**config.mk**
```make
export PLATFORM = sky130hd
export DESIGN_NAME = neuai_seg_scan_ctrl
export DESIGN_NICKNAME = d
export VERILOG_FILES = /design/src/rtl/neuai_seg_scan_ctrl.sv
export SDC_FILE = /design/constraint.sdc
export NUM_CORES = 1
export LEC_CHECK = 0
export ABC_AREA = 1
export BUFFER_PORTS_ARGS = -buffer_cell sky130_fd_sc_hd__buf_2
export CAP_MARGIN = 0
export CORE_UTILIZATION = 64
export DETAILED_ROUTE_END_ITERATION = 8
export PLACE_DENSITY = 0.94
export SKIP_CTS_REPAIR_TIMING = 1
export SLEW_MARGIN = 10
export SYNTH_ARGS = -nofsm -noshare
export SYNTH_HDL_FRONTEND = slang
export SYNTH_SLANG_ARGS = --single-unit
```
**constraint.sdc**
```tcl
create_clock -name clk -period 5.31 [get_ports clk]
set_clock_uncertainty 0.15 [all_clocks]
set_input_delay 1.3275 -clock clk [delete_from_list [all_inputs] [get_ports clk]]
set_output_delay 1.3275 -clock clk [all_outputs]
set_load 0.05 [all_outputs]
```
**src/rtl/neuai_seg_scan_ctrl.sv**
```systemverilog
// Four-digit multiplexed 7-segment scanner with shadow/active digit registers and frame-aligned commit.
// Optional build macro SEG_LEADING_ZERO_BLANK_EN suppresses leading zero digits (digit 0 is always shown).
module neuai_seg_scan_ctrl #(
    parameter int SCAN_DIV  = 50000,
    parameter int BLANK_CYC = 16
) (
    input  logic       clk,
    input  logic       rst,
    input  logic       en,
    input  logic       wr_valid,
    output logic       wr_ready,
    input  logic [1:0] wr_addr,
    input  logic [3:0] wr_data,
    input  logic       wr_dp,
    input  logic       commit,
    output logic       commit_pending,
    output logic [7:0] led_7seg,
    output logic [3:0] dig_n,
    output logic       frame_done
);

    localparam int CNT_W = 21;

    typedef enum logic [1:0] {ST_OFF, ST_DRIVE, ST_BLANK} state_t;

    state_t           state_q, state_d;
    logic [1:0]       idx_q, idx_d;
    logic [CNT_W-1:0] cnt_q, cnt_d;
    logic [3:0][3:0]  shadow_val_q, shadow_val_d;
    logic [3:0]       shadow_dp_q, shadow_dp_d;
    logic [3:0][3:0]  active_val_q, active_val_d;
    logic [3:0]       active_dp_q, active_dp_d;
    logic             pending_q, pending_d;
    logic [7:0]       seg_q, seg_d;
    logic [3:0]       dig_n_q, dig_n_d;
    logic             apply_copy;
    logic             digit_on;

    function automatic logic [6:0] seg_decode(input logic [3:0] v);
        case (v)
            4'h0: seg_decode = 7'h3F;
            4'h1: seg_decode = 7'h06;
            4'h2: seg_decode = 7'h5B;
            4'h3: seg_decode = 7'h4F;
            4'h4: seg_decode = 7'h66;
            4'h5: seg_decode = 7'h6D;
            4'h6: seg_decode = 7'h7D;
            4'h7: seg_decode = 7'h07;
            4'h8: seg_decode = 7'h7F;
            4'h9: seg_decode = 7'h6F;
            4'hA: seg_decode = 7'h77;
            4'hB: seg_decode = 7'h7C;
            4'hC: seg_decode = 7'h39;
            4'hD: seg_decode = 7'h5E;
            4'hE: seg_decode = 7'h79;
            default: seg_decode = 7'h71;
        endcase
    endfunction

    // Scan sequencer: OFF -> BLANK(idx 3) -> DRIVE(0) -> BLANK -> DRIVE(1) ...
    always_comb begin
        // NOTE: every variable gets a default first so no path leaves it unassigned (no latch).
        state_d    = state_q;
        idx_d      = idx_q;
        cnt_d      = cnt_q + CNT_W'(1);
        frame_done = 1'b0;
        unique case (state_q)
            ST_OFF: begin
                cnt_d = '0;
                if (en) begin
                    state_d = ST_BLANK;
                    idx_d   = 2'd3;
                end
            end
            ST_DRIVE: begin
                if (cnt_q == CNT_W'(SCAN_DIV - 1)) begin
                    state_d = ST_BLANK;
                    cnt_d   = '0;
                end
            end
            default: begin
                if (cnt_q == CNT_W'(BLANK_CYC - 1)) begin
                    state_d    = ST_DRIVE;
                    idx_d      = idx_q + 2'd1;
                    cnt_d      = '0;
                    frame_done = (idx_q == 2'd3);
                end
            end
        endcase
        // Disable wins over any scheduled transition; an aborted frame is not a boundary.
        if (!en) begin
            state_d    = ST_OFF;
            cnt_d      = '0;
            frame_done = 1'b0;
        end
    end

    assign wr_ready       = !pending_q;
    assign commit_pending = pending_q;
    assign apply_copy     = pending_q && (frame_done || state_q == ST_OFF);

    // Writes are blocked while pending, so the copy never races a shadow update.
    always_comb begin
        shadow_val_d = shadow_val_q;
        shadow_dp_d  = shadow_dp_q;
        active_val_d = active_val_q;
        active_dp_d  = active_dp_q;
        pending_d    = pending_q;
        if (wr_valid && wr_ready) begin
            shadow_val_d[wr_addr] = wr_data;
            shadow_dp_d[wr_addr]  = wr_dp;
        end
        if (apply_copy) begin
            active_val_d = shadow_val_q;
            active_dp_d  = shadow_dp_q;
            pending_d    = 1'b0;
        end else if (commit && wr_ready) begin
            pending_d = 1'b1;
        end
    end

`ifdef SEG_LEADING_ZERO_BLANK_EN
    logic [3:0] dig_zero;
    logic [3:0] lead_zero;
    always_comb begin
        for (int i = 0; i < 4; i++) begin
            dig_zero[i] = (active_val_q[i] == 4'h0) && !active_dp_q[i];
        end
        lead_zero[3] = dig_zero[3];
        lead_zero[2] = dig_zero[2] && lead_zero[3];
        lead_zero[1] = dig_zero[1] && lead_zero[2];
        lead_zero[0] = 1'b0;
        digit_on     = !lead_zero[idx_q];
    end
`else
    assign digit_on = 1'b1;
`endif

    // Outputs are computed from the current state and registered, so they lag state entry by one cycle.
    always_comb begin
        seg_d   = 8'h00;
        dig_n_d = 4'hF;
        if (state_q == ST_DRIVE && digit_on) begin
            dig_n_d = ~(4'b0001 << idx_q);
            seg_d   = {active_dp_q[idx_q], seg_decode(active_val_q[idx_q])};
        end
    end

    always_ff @(posedge clk) begin
        // NOTE: sequential state uses non-blocking assignments so every flop samples pre-edge values.
        if (!rst) begin
            state_q      <= ST_OFF;
            idx_q        <= 2'd0;
            cnt_q        <= '0;
            // NOTE: the digit registers are tiny and must read as zero after reset, so they are reset too.
            shadow_val_q <= '0;
            shadow_dp_q  <= '0;
            active_val_q <= '0;
            active_dp_q  <= '0;
            pending_q    <= 1'b0;
            seg_q        <= 8'h00;
            dig_n_q      <= 4'hF;
        end else begin
            state_q      <= state_d;
            idx_q        <= idx_d;
            cnt_q        <= cnt_d;
            shadow_val_q <= shadow_val_d;
            shadow_dp_q  <= shadow_dp_d;
            active_val_q <= active_val_d;
            active_dp_q  <= active_dp_d;
            pending_q    <= pending_d;
            seg_q        <= seg_d;
            dig_n_q      <= dig_n_d;
        end
    end

    assign led_7seg = seg_q;
    assign dig_n    = dig_n_q;

endmodule

```
==> reports/metrics.yaml <==
antenna_found_initial: 0
cts_tree: "done"
ys_warn_count: 0
drtIter0Drc: 234
cp_top_family: "buffers and inverters"
synthArstFlopShare_pct: 0
yosysMostFrequentCell: "nand2_1"
fin_crit_ps: 3400
drive_gt1_share_pct: 9.94
critPathBufInv: 3
crit_path_frequent_cell: "buf_2"
grt_pass1_vias: 3118
routedWlPerCell_um: 12.7
nNetsFinal: 562
synth-edff-count: 0
cp_max_fo: 3
cp.required_ps: 3830
die-width_um: 77.8
gp_congestion: 0.888
grt_pass1_wl_um: 13100
drc: 0
setup_viol: 0
postSynthCellCount: 518
layout.cells.non_filler: 615
hold_path.class: "reg -> reg"
rsz0062_at_grt: "no"
ys_top_cells_by_area: "dfxtp_1 42%, nand2_1 10%, nor2_1 8.3%"
via_per_inst: 5.52
synth-seq-cells: 78
power_per_cell_area_nw_per_um2: 300
holdWs_ps: 307
grt_use_total_pct: 27.2
yosys.area.top_type: "dfxtp_1"
synthFlopType: "dfxtp_1"
clock-sinks: 78
insertedDiodeCount: 0
rows: 27
dp_cells: 599
dieArea_um2: 6060
p_leak_nw: 1.61
status: "completed"
regToRegSetupSlack_ps: 2830
num_io_pins: 27
core_area_um2: 5510
maxCapViolCount: 0
drv_slew: 0
clock_latency_ps: 350
totalWireLength_um: 7810
start_kind: "input port"
cts-htree-levels: 3
synth_area_per_cell_um2: 7.10
grt_max_degree: 46
max_freq_mhz: 294
dp_hpwl_um: 5310
start_util_pct: 66.8
io_buffer_count: 26
syn_nets: 542
cts_max_path_buffers: 2
area_growth_pct: 8.27
critical_path.slowest_cell: "buf_2"
relSlewSlack_pct: 52.2
ys_types: 29
tightest_slew_ps: 714
total_power_mw: 1.20
fin_tns_setup_ps: 0
final-hold-violation-count: 0
setup.worst_path.class: "in -> out"
synth_area_um2: 3680
endpoint_kind: "output port"
dieHeight_um: 77.8
crit_chain: "buf_2 > inv_1 > nor3_1 > buf_2"
grt_overflow_total: 0
yosysSeqAreaShare_pct: 42.4
ant_nets: 0
slowest_delay_ps: 290
cts_buffers: 9
yosysTopAreaCellShare_pct: 42.4
netlist_top_cells_count: "101 x nand2_1, 81 x nor2_1, 78 x dfxtp_1, 54 x inv_1, 51 x a21oi_1"
clkTransAtPathRegs_ps: 80
peakVddDrop_v: 0.000203
cts_root_buffer: "clkbuf_8"
cp.arrival_ps: 1920
finalCritPeriodShare_pct: 64.0
drt_pass1_iterations: 5
vias: 3395
metrics by stage:
stage	cell area, um2	utilization, %	setup WS (ps)
2_1_floorplan	3680	-	1370
3_3_place_gp	3780	68.7	1920
3_5_place_dp	3780	68.7	1910
4_1_cts	3980	72.3	1920
5_1_grt	3980	72.3	1770
6_report	3980	72.3	1910
sequential cells by signal, summed over array words and instances (netlist names):
signal and flops:
commit_pending 1, active_val_q 16, dig_n 4, shadow_val_q 16, led_7seg 8, cnt_q 21, active_dp_q 4, state_q 2
shadow_dp_q 4, idx_q 2
tightest hold or removal path, stage by stage, from the launching register on:
cell     delay, ps
dfxtp_1        300
inv_1           60
a21oi_1         50
where the power goes:
part | internal, mW | switching, mW | leakage (nW)
combinational | 0.0431 | 0.0913 | 0.884
sequential | 0.606 | 0.0139 | 0.635
clock | 0.219 | 0.222 | 0.0891
final timing paths:
kind | depth (start not counted) | to | start
max | 4 | frame_done | en
min | 2 | shadow_val_q[13] | shadow_val_q[13]
max reg2reg | 8 | active_val_q[14] | idx_q[0]
min reg2reg | 2 | shadow_val_q[13] | shadow_val_q[13]
cells by family (layout without fill, tap and decap cells):
group | count (synthesis) | after routing | share of synthesized area, %
AO/OA/AOI/OAI | 86 | 86 | 11.8
AND/OR/NAND/NOR | 249 | 249 | 28.7
buffers and inverters | 78 | 103 | 9.42
flip-flops | 78 | 78 | 42.4
XOR/XNOR | 15 | 15 | 3.57
adder cells (fa/ha/maj) | 12 | 12 | 4.08
final cells by class:
type	instances	area, um2
Clock buffer	10	128
Sequential cell	78	1560
Fill cell	420	1520
Timing Repair Buffer	27	138
Clock inverter	6	70.1
Multi-Input combinational cell	362	1770
Tap cell	72	90.1
Inverter	60	225
cells in the final DEF, fill, tap and decap left out, drive strengths merged:
| cell type | Yosys | routed |
|---|---|---|
| inv | 56 | 57 |
| xnor2 | 4 | 4 |
| dfxtp | 78 | 78 |
| o22ai | 1 | 1 |
| nand3b | 1 | 1 |
| nand3 | 41 | 41 |
| bufinv | 0 | 1 |
| and2 | 1 | 1 |
| buf | 14 | 27 |
| nor2 | 84 | 84 |
| clkinv | 4 | 5 |
| nand4 | 2 | 2 |
| or2 | 1 | 1 |
| xor2 | 11 | 11 |
| nor3 | 15 | 15 |
| a21oi | 51 | 51 |
| nand2 | 104 | 104 |
| clkinvlp | 0 | 3 |
| ha | 12 | 12 |
| a31oi | 1 | 1 |
| clkbuf | 4 | 10 |
| o21ai | 33 | 33 |
per-layer routing:
layer / GRT usage (%) / up-vias / share of wire, %
met2: 43.7 / 144 / 47
met4: 18.3 / 0 / 3.3
met1: 32.0 / 1533 / 43
met3: 6.71 / 34 / 6.4
met5: 0 / - / 0
li1: - / 1684 / -
Power figures use the tool's default switching activity.
